[config.mk]
export PLATFORM = sky130hd
export DESIGN_NAME = xbar_slot_scheduler
export DESIGN_NICKNAME = d
export VERILOG_FILES = /design/src/rtl/xbar_slot_scheduler.sv
export SDC_FILE = /design/constraint.sdc
export NUM_CORES = 1
export LEC_CHECK = 0
export CORE_MARGIN = 10
export CORE_UTILIZATION = 35
export CTS_CLUSTER_DIAMETER = 60
export DETAILED_ROUTE_END_ITERATION = 16
export PLACE_DENSITY = 0.68
export RECOVER_POWER = 25
export SYNTH_ARGS = -nofsm -noshare
export SYNTH_HDL_FRONTEND = slang
export SYNTH_SLANG_ARGS = --single-unit
export TNS_END_PERCENT = 30
[constraint.sdc]
create_clock -name clk -period 7.9 [get_ports clk]
set_clock_uncertainty 0.05 [all_clocks]
set_input_delay 2.37 -clock clk [delete_from_list [all_inputs] [get_ports clk]]
set_output_delay 2.37 -clock clk [all_outputs]
set_load 0.1 [all_outputs]
[src/rtl/xbar_slot_scheduler.sv]
`default_nettype none
// ============================================================================
// xbar_slot_scheduler: 4x4 crossbar slot sequencer and per-output arbiter.
// Define XBAR_SCHED_RR_EN for round-robin; otherwise fixed lowest-index priority.
// Rev 1.0
// ============================================================================
module xbar_slot_scheduler #(
  parameter int CLR_LEN = 1
) (
  input  logic        clk,
  input  logic        rst,
  input  logic        en,
  input  logic [3:0]  req_v,
  output logic [3:0]  req_ready,
  input  logic [31:0] req_pld,
  input  logic [7:0]  req_d,
  input  logic [7:0]  req_s,
  output logic [3:0]  fab_v,
  output logic [31:0] fab_pld,
  output logic [7:0]  fab_d,
  output logic [7:0]  fab_s,
  output logic [1:0]  fab_slot,
  output logic        fab_clr,
  output logic        busy,
  output logic        frame_done
);

  localparam logic [3:0] c_clr_init = 4'(CLR_LEN - 1);

  typedef enum logic [1:0] {
    ST_IDLE  = 2'd0,
    ST_CLEAR = 2'd1,
    ST_SLOT  = 2'd2
  } state_t;

  state_t     r_state;
  logic [3:0] r_clr_cnt;
  logic [1:0] r_slot;
  logic [3:0] w_grant;

`ifdef XBAR_SCHED_RR_EN
  logic [3:0][1:0] r_ptr;
  logic [3:0]      w_hit;
  logic [3:0][1:0] w_win;

  // Search each output's candidates starting at its pointer, wrapping mod 4.
  always_comb begin
    logic [1:0] w_idx;
    w_idx   = '0;
    w_grant = '0;
    w_hit   = '0;
    w_win   = '0;
    if (r_state == ST_SLOT) begin
      for (int o = 0; o < 4; o++) begin
        for (int k = 0; k < 4; k++) begin
          w_idx = r_ptr[o] + 2'(k);
          if (!w_hit[o] && req_v[w_idx] && (req_d[{w_idx, 1'b0} +: 2] == 2'(o))) begin
            w_grant[w_idx] = 1'b1;
            w_hit[o]       = 1'b1;
            w_win[o]       = w_idx;
          end
        end
      end
    end
  end

  always_ff @(posedge clk or posedge rst) begin
    if (rst) begin
      r_ptr <= '0;
    end else begin
      for (int o = 0; o < 4; o++) begin
        if (w_hit[o]) begin
          r_ptr[o] <= w_win[o] + 2'd1;
        end
      end
    end
  end
`else
  always_comb begin
    logic [3:0] w_taken;
    w_grant = '0;
    w_taken = '0;
    if (r_state == ST_SLOT) begin
      for (int i = 0; i < 4; i++) begin
        if (req_v[i] && !w_taken[req_d[2*i +: 2]]) begin
          w_grant[i]                = 1'b1;
          w_taken[req_d[2*i +: 2]]  = 1'b1;
        end
      end
    end
  end
`endif

  assign req_ready = w_grant;

  always_ff @(posedge clk or posedge rst) begin
    if (rst) begin
      r_state    <= ST_IDLE;
      r_clr_cnt  <= '0;
      r_slot     <= '0;
      fab_v      <= '0;
      fab_pld    <= '0;
      fab_d      <= '0;
      fab_s      <= '0;
      fab_slot   <= '0;
      fab_clr    <= 1'b0;
      busy       <= 1'b0;
      frame_done <= 1'b0;
    end else begin
      fab_v      <= w_grant;
      fab_slot   <= (r_state == ST_SLOT) ? r_slot : 2'd0;
      fab_clr    <= (r_state == ST_CLEAR);
      frame_done <= 1'b0;
      // Non-granted lanes keep their last payload.
      for (int i = 0; i < 4; i++) begin
        if (w_grant[i]) begin
          fab_pld[8*i +: 8] <= req_pld[8*i +: 8];
          fab_d[2*i +: 2]   <= req_d[2*i +: 2];
          fab_s[2*i +: 2]   <= req_s[2*i +: 2];
        end
      end
      case (r_state)
        ST_IDLE: begin
          if (en) begin
            r_state   <= ST_CLEAR;
            r_clr_cnt <= c_clr_init;
            busy      <= 1'b1;
          end
        end
        ST_CLEAR: begin
          if (r_clr_cnt == '0) begin
            r_state <= ST_SLOT;
            r_slot  <= '0;
          end else begin
            r_clr_cnt <= r_clr_cnt - 4'd1;
          end
        end
        ST_SLOT: begin
          if (r_slot == 2'd3) begin
            frame_done <= 1'b1;
            r_slot     <= '0;
            if (en) begin
              r_state   <= ST_CLEAR;
              r_clr_cnt <= c_clr_init;
            end else begin
              r_state <= ST_IDLE;
              busy    <= 1'b0;
            end
          end else begin
            r_slot <= r_slot + 2'd1;
          end
        end
        default: begin
          r_state <= ST_IDLE;
          busy    <= 1'b0;
        end
      endcase
    end
  end

endmodule
`default_nettype wire

# ---- Word-level counts from Yosys, hierarchy flattened
# Cells that the tools add are included.
dict set report totals {
  regBits 65
  wordCells 103
  input_bits 55
  out_inout_bits 61
}
dict set report op_classes {
  add_sub_neg 2
  reduce_logical 19
  bitwise_logic 3
  order_cmp 7
  mux 44
  eq_ne 8
}
# op n
set op_table {}
lappend op_table {{2-to-1 mux 4 bit} 10}
lappend op_table {{2-to-1 mux 1 bit} 17}
lappend op_table {{less-than comparator 2 x 3 -> 1 bit, second input constant} 4}
lappend op_table {{2-to-1 mux 2 bit} 6}
lappend op_table {{one-hot mux 4 bit (3 select lines)} 1}
lappend op_table {{binary-select mux 1 bit (select 2 bit)} 4}
lappend op_table {{OR 4 bit} 2}
lappend op_table {{logical AND 1 bit} 7}
lappend op_table {{demux 1 bit (select 2 bit)} 3}
lappend op_table {{>= comparator 2 x 1 -> 1 bit, second input constant} 3}
lappend op_table {{!= test 2 bit, second input constant} 3}
lappend op_table {{one-hot mux 2 bit (3 select lines)} 1}
lappend op_table {{AND reduction 3 bit} 2}
lappend op_table {{equality test 2 bit, second input constant} 2}
lappend op_table {{logical NOT 1 bit} 4}
lappend op_table {{logical NOT 4 bit} 1}
lappend op_table {{!= test 2 x 1 -> 1 bit, second input constant} 2}
lappend op_table {{one-hot mux 2 bit (2 select lines)} 1}
lappend op_table {{AND reduction 4 bit} 1}
lappend op_table {{subtractor 4 x 1 -> 4 bit, second input constant} 1}
lappend op_table {{one-hot mux 1 bit (3 select lines)} 1}
lappend op_table {{nonzero test 3 bit} 1}
lappend op_table {{adder 2 x 1 -> 2 bit, second input constant} 1}
lappend op_table {{equality test 2 x 1 -> 1 bit, second input constant} 1}
lappend op_table {{other kinds (4)} 4}

# ---- Longest topological paths before layout
# Gate-level depths: netlist (run 1).
dict set report depth {
  depth_word 24
  ltp_mapped 8
  depth_no_buf 7
}

# ---- Worst setup path after synthesis (run 1)
# No wires, ideal clock.
dict set report synth_path {
  path_type {input port to output port}
  start {input req_d[5]}
  end {output req_ready[3]}
  arrival_ps 3884
  path_slack_ps 1596
  path_buffers 2
  path_stages 7
  required_ps 5480
  cell_sequence {buf_4 -> nor3b_1 -> or2_0 -> o22ai_2 -> a41oi_2 -> buf_6 -> inv_1}
}
dict set report synth_via {
  elab_chain_cells 13
  word_cells_on_any_way 18
  classes_between {2 x order compare; 10 x mux; 1 x bitwise; 5 x reduce/logical}
}
# element line
set synth_rtl {}
lappend synth_rtl {{from (decl)} 16} ;# input logic [7:0] req_d,
lappend synth_rtl {{less-than comparator 2 x 3 -> 1 bit (not written as such) / >= comparator 2 x 1 -> 1 bit (equally long branches)} 87} ;# w_taken[req_d[2*i +: 2]] = 1'b1;
lappend synth_rtl {{logical AND 1 bit (not written as such)} 87}
lappend synth_rtl {{2-to-1 mux 1 bit (not written as such)} 87}
lappend synth_rtl {{demux 1 bit (select 2 bit)} 87}
lappend synth_rtl {{OR 4 bit (no source line)} n/a}
lappend synth_rtl {{2-to-1 mux 4 bit (*)} 85} ;# if (req_v[i] && !w_taken[req_d[2*i +: 2]]) begin
lappend synth_rtl {{2-to-1 mux 4 bit (*)} 83} ;# if (r_state == ST_SLOT) begin
lappend synth_rtl {{binary-select mux 1 bit (select 2 bit) (*)} 85}
lappend synth_rtl {{2-to-1 mux 1 bit (not written as such) (*)} 85}
lappend synth_rtl {{logical NOT 1 bit (*)} 85}
lappend synth_rtl {{logical AND 1 bit (*)} 85}
lappend synth_rtl {{2-to-1 mux 1 bit (*)} 85}
lappend synth_rtl {{2-to-1 mux 4 bit (*)} 83}
lappend synth_rtl {{to (decl)} 14} ;# output logic [3:0] req_ready,
# Mark *: on every way between the ends. The rest lies on a longest branch, timed or not. The select of a mux whose other input is x is not followed.

# ---- Final worst setup path (run 1)
# Ends and elaborated chain as after synthesis.

==> summary.md, run 1 <==
| Metric | Value |
|---|---|
| Synthesized instance count | `203` |
| CP Max Fanout | `12` |
| Status | `complete, but fails checks` |
| H-tree depth | `3` |
| FMAX | `149 MHz` |
| Detail Route Antenna Nets | `0` |
| Total CTS buffers | `9` |
| Rows | `32` |
| Die Wd | `109 um` |
| Max-slew headroom at the worst pin | `-127%` |
| Fin Setup TNS | `0 ps` |
| Launching point of the worst reg2reg path | `r_state[1]$_DFFE_PP0P_` |
| Vias per cell | `4.75` |
| R2R Setup Slk | `5680 ps` |
| Arrival @ worst endpoint | `4310 ps` |
| Post-Syn Area | `0.00280 mm^2` |
| Area share of the largest cell type after synthesis | `58.0%` |
| HP Class | `register to register` |
| DRT Pass-1 Iters | `4` |
| Crit path launch type | `input pin` |
| Critical Path RT | `5480 ps` |
| HPWL after detailed placement | `5320 um` |
| DRT Wirelength | `6880 um` |
| Post-layout nets | `382` |
| RSZ-0062 raised after global routing | `no` |
| Die area | `0.0120 mm^2` |
| Seq cells post-synth | `65` |
| MaxCap Viol Count | `1` |
| Sequential share of the synthesized area | `58.0%` |
| IO Port Bufs | `115` |
| Initial core utilization | `36.1%` |
| # hold bufs at CTS | `0` |
| Crit. End Element | `output pin` |
| Pre-CTS setup slack | `1180 ps` |
| Endpoints failing setup | `0` |
| PnR worst setup slack | `1170 ps` |
| Placed Cells | `415` |
| Largest net degree at the start of global routing | `66` |
| Diode count | `0` |
| Area Growth Syn to Fin | `49.1%` |
| Synth area leader | `dfrtp_1` |
| Largest cells by area after synthesis | `dfrtp_1, mux2_2, mux2_4, mux2_1, ha_1` |
| Final Hold Violating Endpoints | `0` |
| Crit Path Category | `input pin to output pin` |
| Clk sink count | `65` |
| Wire per inst | `16.1 um` |
| Global Route Usage Sum | `11.3%` |
| Setup repair bufs after CTS | `0` |
| Die Y | `109 um` |
| First-pass GRT wire length | `10600 um` |
| Grt ovf | `0` |
| Final Non-Filler Cells | `428` |
| Worst-margin pin slew | `3410 ps` |
| Maximum clock path buffer count | `2` |
| # resized after CTS | `0` |
| Violated checks | `max-capacitance violations, max-slew violations` |
| CTS tree | `built` |
| Gpl congestion | `0.780` |
| DRC Markers | `0` |
| CTS Root Cell | `clkbuf_8` |
| Mean cell area of the mapped netlist | `13.8 um^2` |
| Hold endpoint | `fab_s[5]$_DFFE_PP0P_` |
| Core area | `0.00777 mm^2` |
| Vias in the first global route | `2153` |
| Post-synthesis cell type count | `40` |
| Layout cell share with drive strength beyond 1 | `19.9%` |
| Warnings, synthesis | `0` |
| Worst Reg-to-Reg Cells | `6` |
| Number of synthesized flops with an enable pin | `0` |
| Fin crit share | `85.2%` |
| Initial antenna violation count | `0` |
| Number of DRC markers in iteration 0 | `84` |
| Hold path depth | `1` |
| Reg2reg end | `fab_pld[25]$_DFFE_PP0P_` |
| Latest clock arrival within the worst-skew pair | `330 ps` |
| Ys async rst share | `100%` |
| Hold path start | `fab_s[5]$_DFFE_PP0P_` |
| CTS clk-pin slew, worst paths | `60 ps` |
| Tmin final | `6730 ps` |
| Ports | `116` |
| Primary FF master, synth | `dfrtp_1` |
| Net count after synthesis | `261` |
| Via Count | `2035` |
| Slew Viols, Final | `66` |
[cell usage in the layout, fill, tap and decap left out, types with 2 or more instances in the layout]
cell	netlist	layout
nand2b_1	3	3
clkbuf_1	1	3
nor2b_1	2	2
nor3b_1	2	2
a21oi_1	2	2
o22ai_1	4	4
ha_1	3	3
nor2_1	5	5
inv_1	10	9
mux2_2	30	30
clkdlybuf4s50_1	0	109
xor2_1	4	4
and2_0	0	2
nand2_1	8	8
o21ai_0	6	7
buf_4	4	7
mux2_1	9	9
nand3_1	6	6
dlygate4sd3_1	0	2
dfrtp_1	65	65
clkbuf_8	0	10
nor3_1	2	2
nand3b_1	3	3
mux2_4	9	9
[kinds of logic (layout without fill, tap and decap cells)]
logic type	count (synthesis)	count (layout)	share of synthesized area, %
DFF	65	65	58.0
muxes	49	49	20.8
and+or+nand+nor	38	38	7.37
AOI/OAI and AO/OA	24	24	7.32
buffers and inverters	20	143	3.84
xor gates and xnor gates	4	4	1.25
adders and majority gates	3	3	1.34
[synthesized netlist by cell type (2+ instances only)]
| master | instances |
|---|---|
| o21ai_2 | 2 |
| nand3b_1 | 3 |
| a21oi_1 | 2 |
| nor3b_1 | 2 |
| buf_4 | 4 |
| mux2_1 | 9 |
| buf_6 | 2 |
| o21ai_0 | 6 |
| ha_1 | 3 |
| nor3_1 | 2 |
| buf_2 | 2 |
| and2_1 | 3 |
| nor2_1 | 5 |
| nand2_1 | 8 |
| xor2_1 | 4 |
| nand3_1 | 6 |
| o22ai_1 | 4 |
| inv_1 | 10 |
| dfrtp_1 | 65 |
| nand2b_1 | 3 |
| mux2_2 | 30 |
| mux2_4 | 9 |
| nor2b_1 | 2 |
[through the flow]
| step | hold slack [ps] | area [um^2] | utilization (%) |
|---|---|---|---|
| 2_1_floorplan | 411 | 2800 | - |
| 3_3_place_gp | 420 | 4040 | 51.9 |
| 3_5_place_dp | 432 | 4040 | 51.9 |
| 4_1_cts | 446 | 4190 | 53.9 |
| 5_1_grt | 452 | 4180 | 53.8 |
| 6_report | 440 | 4180 | 53.8 |
[worst max path at each step]
stage,startpoint,end
after floorplan,req_d[5],req_ready[3]
after global placement,req_d[5],req_ready[3]
after detailed placement,req_d[5],req_ready[3]
after CTS,req_d[5],req_ready[3]
after global routing,req_d[5],req_ready[3]
final,req_d[5],req_ready[3]
[area by class of cell]
| cell class | count | area [um^2] |
|---|---|---|
| clock inverter | 1 | 5.00 |
| timing repair buffer | 119 | 1170 |
| multi-input combinational | 118 | 1060 |
| fill | 674 | 3590 |
| clock buffer | 12 | 145 |
| inverter | 11 | 41.3 |
| tap | 102 | 128 |
| sequential | 65 | 1630 |
[critical path: stages]
cell             delay, ps
clkdlybuf4s50_1        680
nor3b_1                 90
or2_0                  220
o22ai_2                180
a41oi_2                130
buf_4                  240
inv_1                   90
buf_4                  290
[metal layers]
layer | track usage (%) | vias to the layer above | wire [um]
met2 | 18.5 | 68 | 3310
met5 | 0 | - | 0
met4 | 3.35 | 0 | 74
met3 | 5.85 | 10 | 722
li1 | - | 948 | -
met1 | 12.6 | 1009 | 2770
[registers in the layout (all words and copies together), names as in the netlist]
| signal | count |
|---|---|
| fab_slot | 2 |
| fab_d | 8 |
| fab_clr | 1 |
| fab_pld | 32 |
| r_clr_cnt | 4 |
| r_slot | 2 |
| frame_done | 1 |
| fab_s | 8 |
| busy | 1 |
| fab_v | 4 |
| r_state | 2 |
Power of run 1 is left out: the tool's default activity adds up to more than one toggle a clock period on the data nets, which glitch-free logic cannot reach.
==> run 2, diff against run 1 <==
--- a/config.mk
+++ b/config.mk
@@ -9,8 +9,8 @@
 export CORE_UTILIZATION = 35
 export CTS_CLUSTER_DIAMETER = 60
 export DETAILED_ROUTE_END_ITERATION = 16
+export GPL_TIMING_DRIVEN = 0
 export PLACE_DENSITY = 0.68
-export RECOVER_POWER = 25
 export SYNTH_ARGS = -nofsm -noshare
 export SYNTH_HDL_FRONTEND = slang
 export SYNTH_SLANG_ARGS = --single-unit
==> run 2 against run 1 <==
  * The flow now finishes without violations
  * Count of clock-buffer cells in the layout fell by 1
  * Global-route usage down 0.12 points
  * First-iteration DRC count down 37%
  * Non-clock buffer count is 2 higher
==> summary.md, run 2 (synthesis gave the netlist of run 1 again) <==
| Metric | Value |
|---|---|
| Die Y | `109 um (unchanged)` |
| Area Growth Syn to Fin | `51.7%` |
| Latest clock arrival within the worst-skew pair | `330 ps (about the same)` |
| Initial antenna violation count | `0 (unchanged)` |
| Global Route Usage Sum | `11.2% (-0.12 points)` |
| # resized after CTS | `0 (unchanged)` |
| Number of DRC markers in iteration 0 | `53 (-37%)` |
| Most frequent cell on the critical path | `clkdlybuf4s50_1` |
| WHS | `437 ps (-2.31 ps)` |
| Endpoints failing setup | `0 (unchanged)` |
| RSZ-0062 raised after global routing | `no` |
| Rows | `32 (unchanged)` |
| Layout cell share with drive strength beyond 1 | `21.8% (+1.8 points)` |
| Setup repair bufs after CTS | `0 (unchanged)` |
| Initial core utilization | `36.1% (unchanged)` |
| Gpl congestion | `0.781 (+0.10%)` |
| Crit. End Element | `output pin` |
| Crit path launch type | `input pin` |
| HPWL after detailed placement | `5240 um (-1.6%)` |
| DRT Pass-1 Iters | `3 (-1)` |
| Arrival @ worst endpoint | `5100 ps (+790 ps)` |
| IO Port Bufs | `112 (-2.6%)` |
| Diode count | `0 (unchanged)` |
| Max stage delay cell, worst path | `clkdlybuf4s50_1` |
| Fin Setup TNS | `0 ps (unchanged)` |
| CTS tree | `built` |
| DRT Wirelength | `6920 um (+0.67%)` |
| Max-slew headroom at the worst pin | `32.3% (+160 points)` |
| Crit Path Category | `input pin to output pin` |
| H-tree depth | `3 (unchanged)` |
| CP top delay family | `buffers and inverters` |
| CTS clk-pin slew, worst paths | `70 ps (about the same)` |
| Ports | `116 (unchanged)` |
| Fin crit share | `95.1% (+10 points)` |
| Buf+Inv Stages, Crit Path | `4 (unchanged)` |
| Final core occ | `54.7% (+0.93 points)` |
| Biggest regs | `fab_pld (32), fab_d (8), fab_s (8)` |
| Wire per inst | `16.0 um (-0.49%)` |
| Commonest non-fill, non-tap cell in the layout | `clkdlybuf4s50_1` |
| Final Hold Violating Endpoints | `0 (unchanged)` |
| Largest register FFs | `32 (unchanged)` |
| CP max stage delay | `1140 ps (+460 ps)` |
| MaxCap Viol Count | `0 (-1)` |
| CP cell instances | `clkdlybuf4s50_1 > nor3b_1 > or2_0 > o22ai_2 > a41oi_2 > buf_6 > inv_1 > clkdlybuf4s50_1` |
| Worst-margin pin slew | `1010 ps (-2400 ps)` |
| Most frequent cells in the layout | `clkdlybuf4s50_1, dfrtp_1, mux2_2, clkbuf_8` |
| Tmin final | `7520 ps (+788 ps)` |
| Grt ovf | `0 (unchanged)` |
| Largest net degree at the start of global routing | `66 (unchanged)` |
| Clk sink count | `65 (unchanged)` |
| Maximum clock path buffer count | `2 (unchanged)` |
| Post-layout nets | `384 (+0.52%)` |
| Die area | `0.0120 mm^2 (unchanged)` |
| Core area | `0.00777 mm^2 (unchanged)` |
| CP Max Fanout | `10 (-2)` |
| HP Class | `register to register` |
| Total CTS buffers | `9 (unchanged)` |
| DRC Markers | `0 (unchanged)` |
| # hold bufs at CTS | `0 (unchanged)` |
| First-pass GRT wire length | `10500 um (-1.7%)` |
| Status | `finished clean` |
| CTS Root Cell | `clkbuf_8` |
| Top reg by flops | `fab_pld` |
| Vias per cell | `4.70 (-1.2%)` |
| Detail Route Antenna Nets | `0 (unchanged)` |
| Die Wd | `109 um (unchanged)` |
| Via Count | `2034 (-0.049%)` |
| Slew Viols, Final | `0 (-100%)` |
| Vias in the first global route | `2062 (-4.2%)` |
| FMAX | `133 MHz (-10%)` |
| Critical Path RT | `5480 ps (about the same)` |
## run 2: cell count changes in the layout (fill, tap and decap cells not counted), sizes merged
cell,change
bufinv,+1
clkbuf,-1
dlygate4sd3,-2
buf,+1
clkdlybuf4s50,+3
clkinvlp,+2
inv,+1
## run 2: metrics by stage
| stage | area [um^2] | cells | setup WS (ps) |
|---|---|---|---|
| 6_report | 4250 | 433 | 384 |
| 5_1_grt | 4250 | 433 | 291 |
| 4_1_cts | 4250 | 433 | 364 |
| 3_5_place_dp | 4050 | 417 | 382 |
| 3_3_place_gp | 4050 | 417 | 403 |
| 2_1_floorplan | 2800 | 203 | 1600 |
## run 2: final cells by class
cell class,instances,area [um^2]
fill,669,3520
sequential,65,1630
timing repair buffer,112,1120
multi-input combinational,118,1070
clock buffer,11,141
tap,102,128
buffer,9,66.3
clock inverter,5,55.1
inverter,11,43.8
## run 2: routing by layer
layer	wire [um]	vias to the layer above	global-route usage (%)
met3	684	11	5.32
met1	2900	996	13.2
met5	0	-	0
met2	3230	69	17.4
met4	108	0	4.00
li1	-	958	-
## run 2: path summary, 6_finish.rpt
check / start / end / slack [ps] / cells past startpoint
hold / removal: fab_pld[10]$_DFFE_PP0P_ / fab_pld[10]$_DFFE_PP0P_ / 440 / 1
hold reg to reg: fab_pld[10]$_DFFE_PP0P_ / fab_pld[10]$_DFFE_PP0P_ / 440 / 1
min in group asynchronous: rst / fab_v[0]$_DFF_PP0_ / 2470 / 2
max in group asynchronous: rst / fab_d[5]$_DFFE_PP0P_ / 4760 / 2
setup / recovery: req_d[4] / req_ready[3] / 380 / 8
setup reg to reg: r_clr_cnt[0]$_DFFE_PP0P_ / r_clr_cnt[1]$_DFFE_PP0P_ / 5880 / 7
Power of run 2 is left out for the same reason.
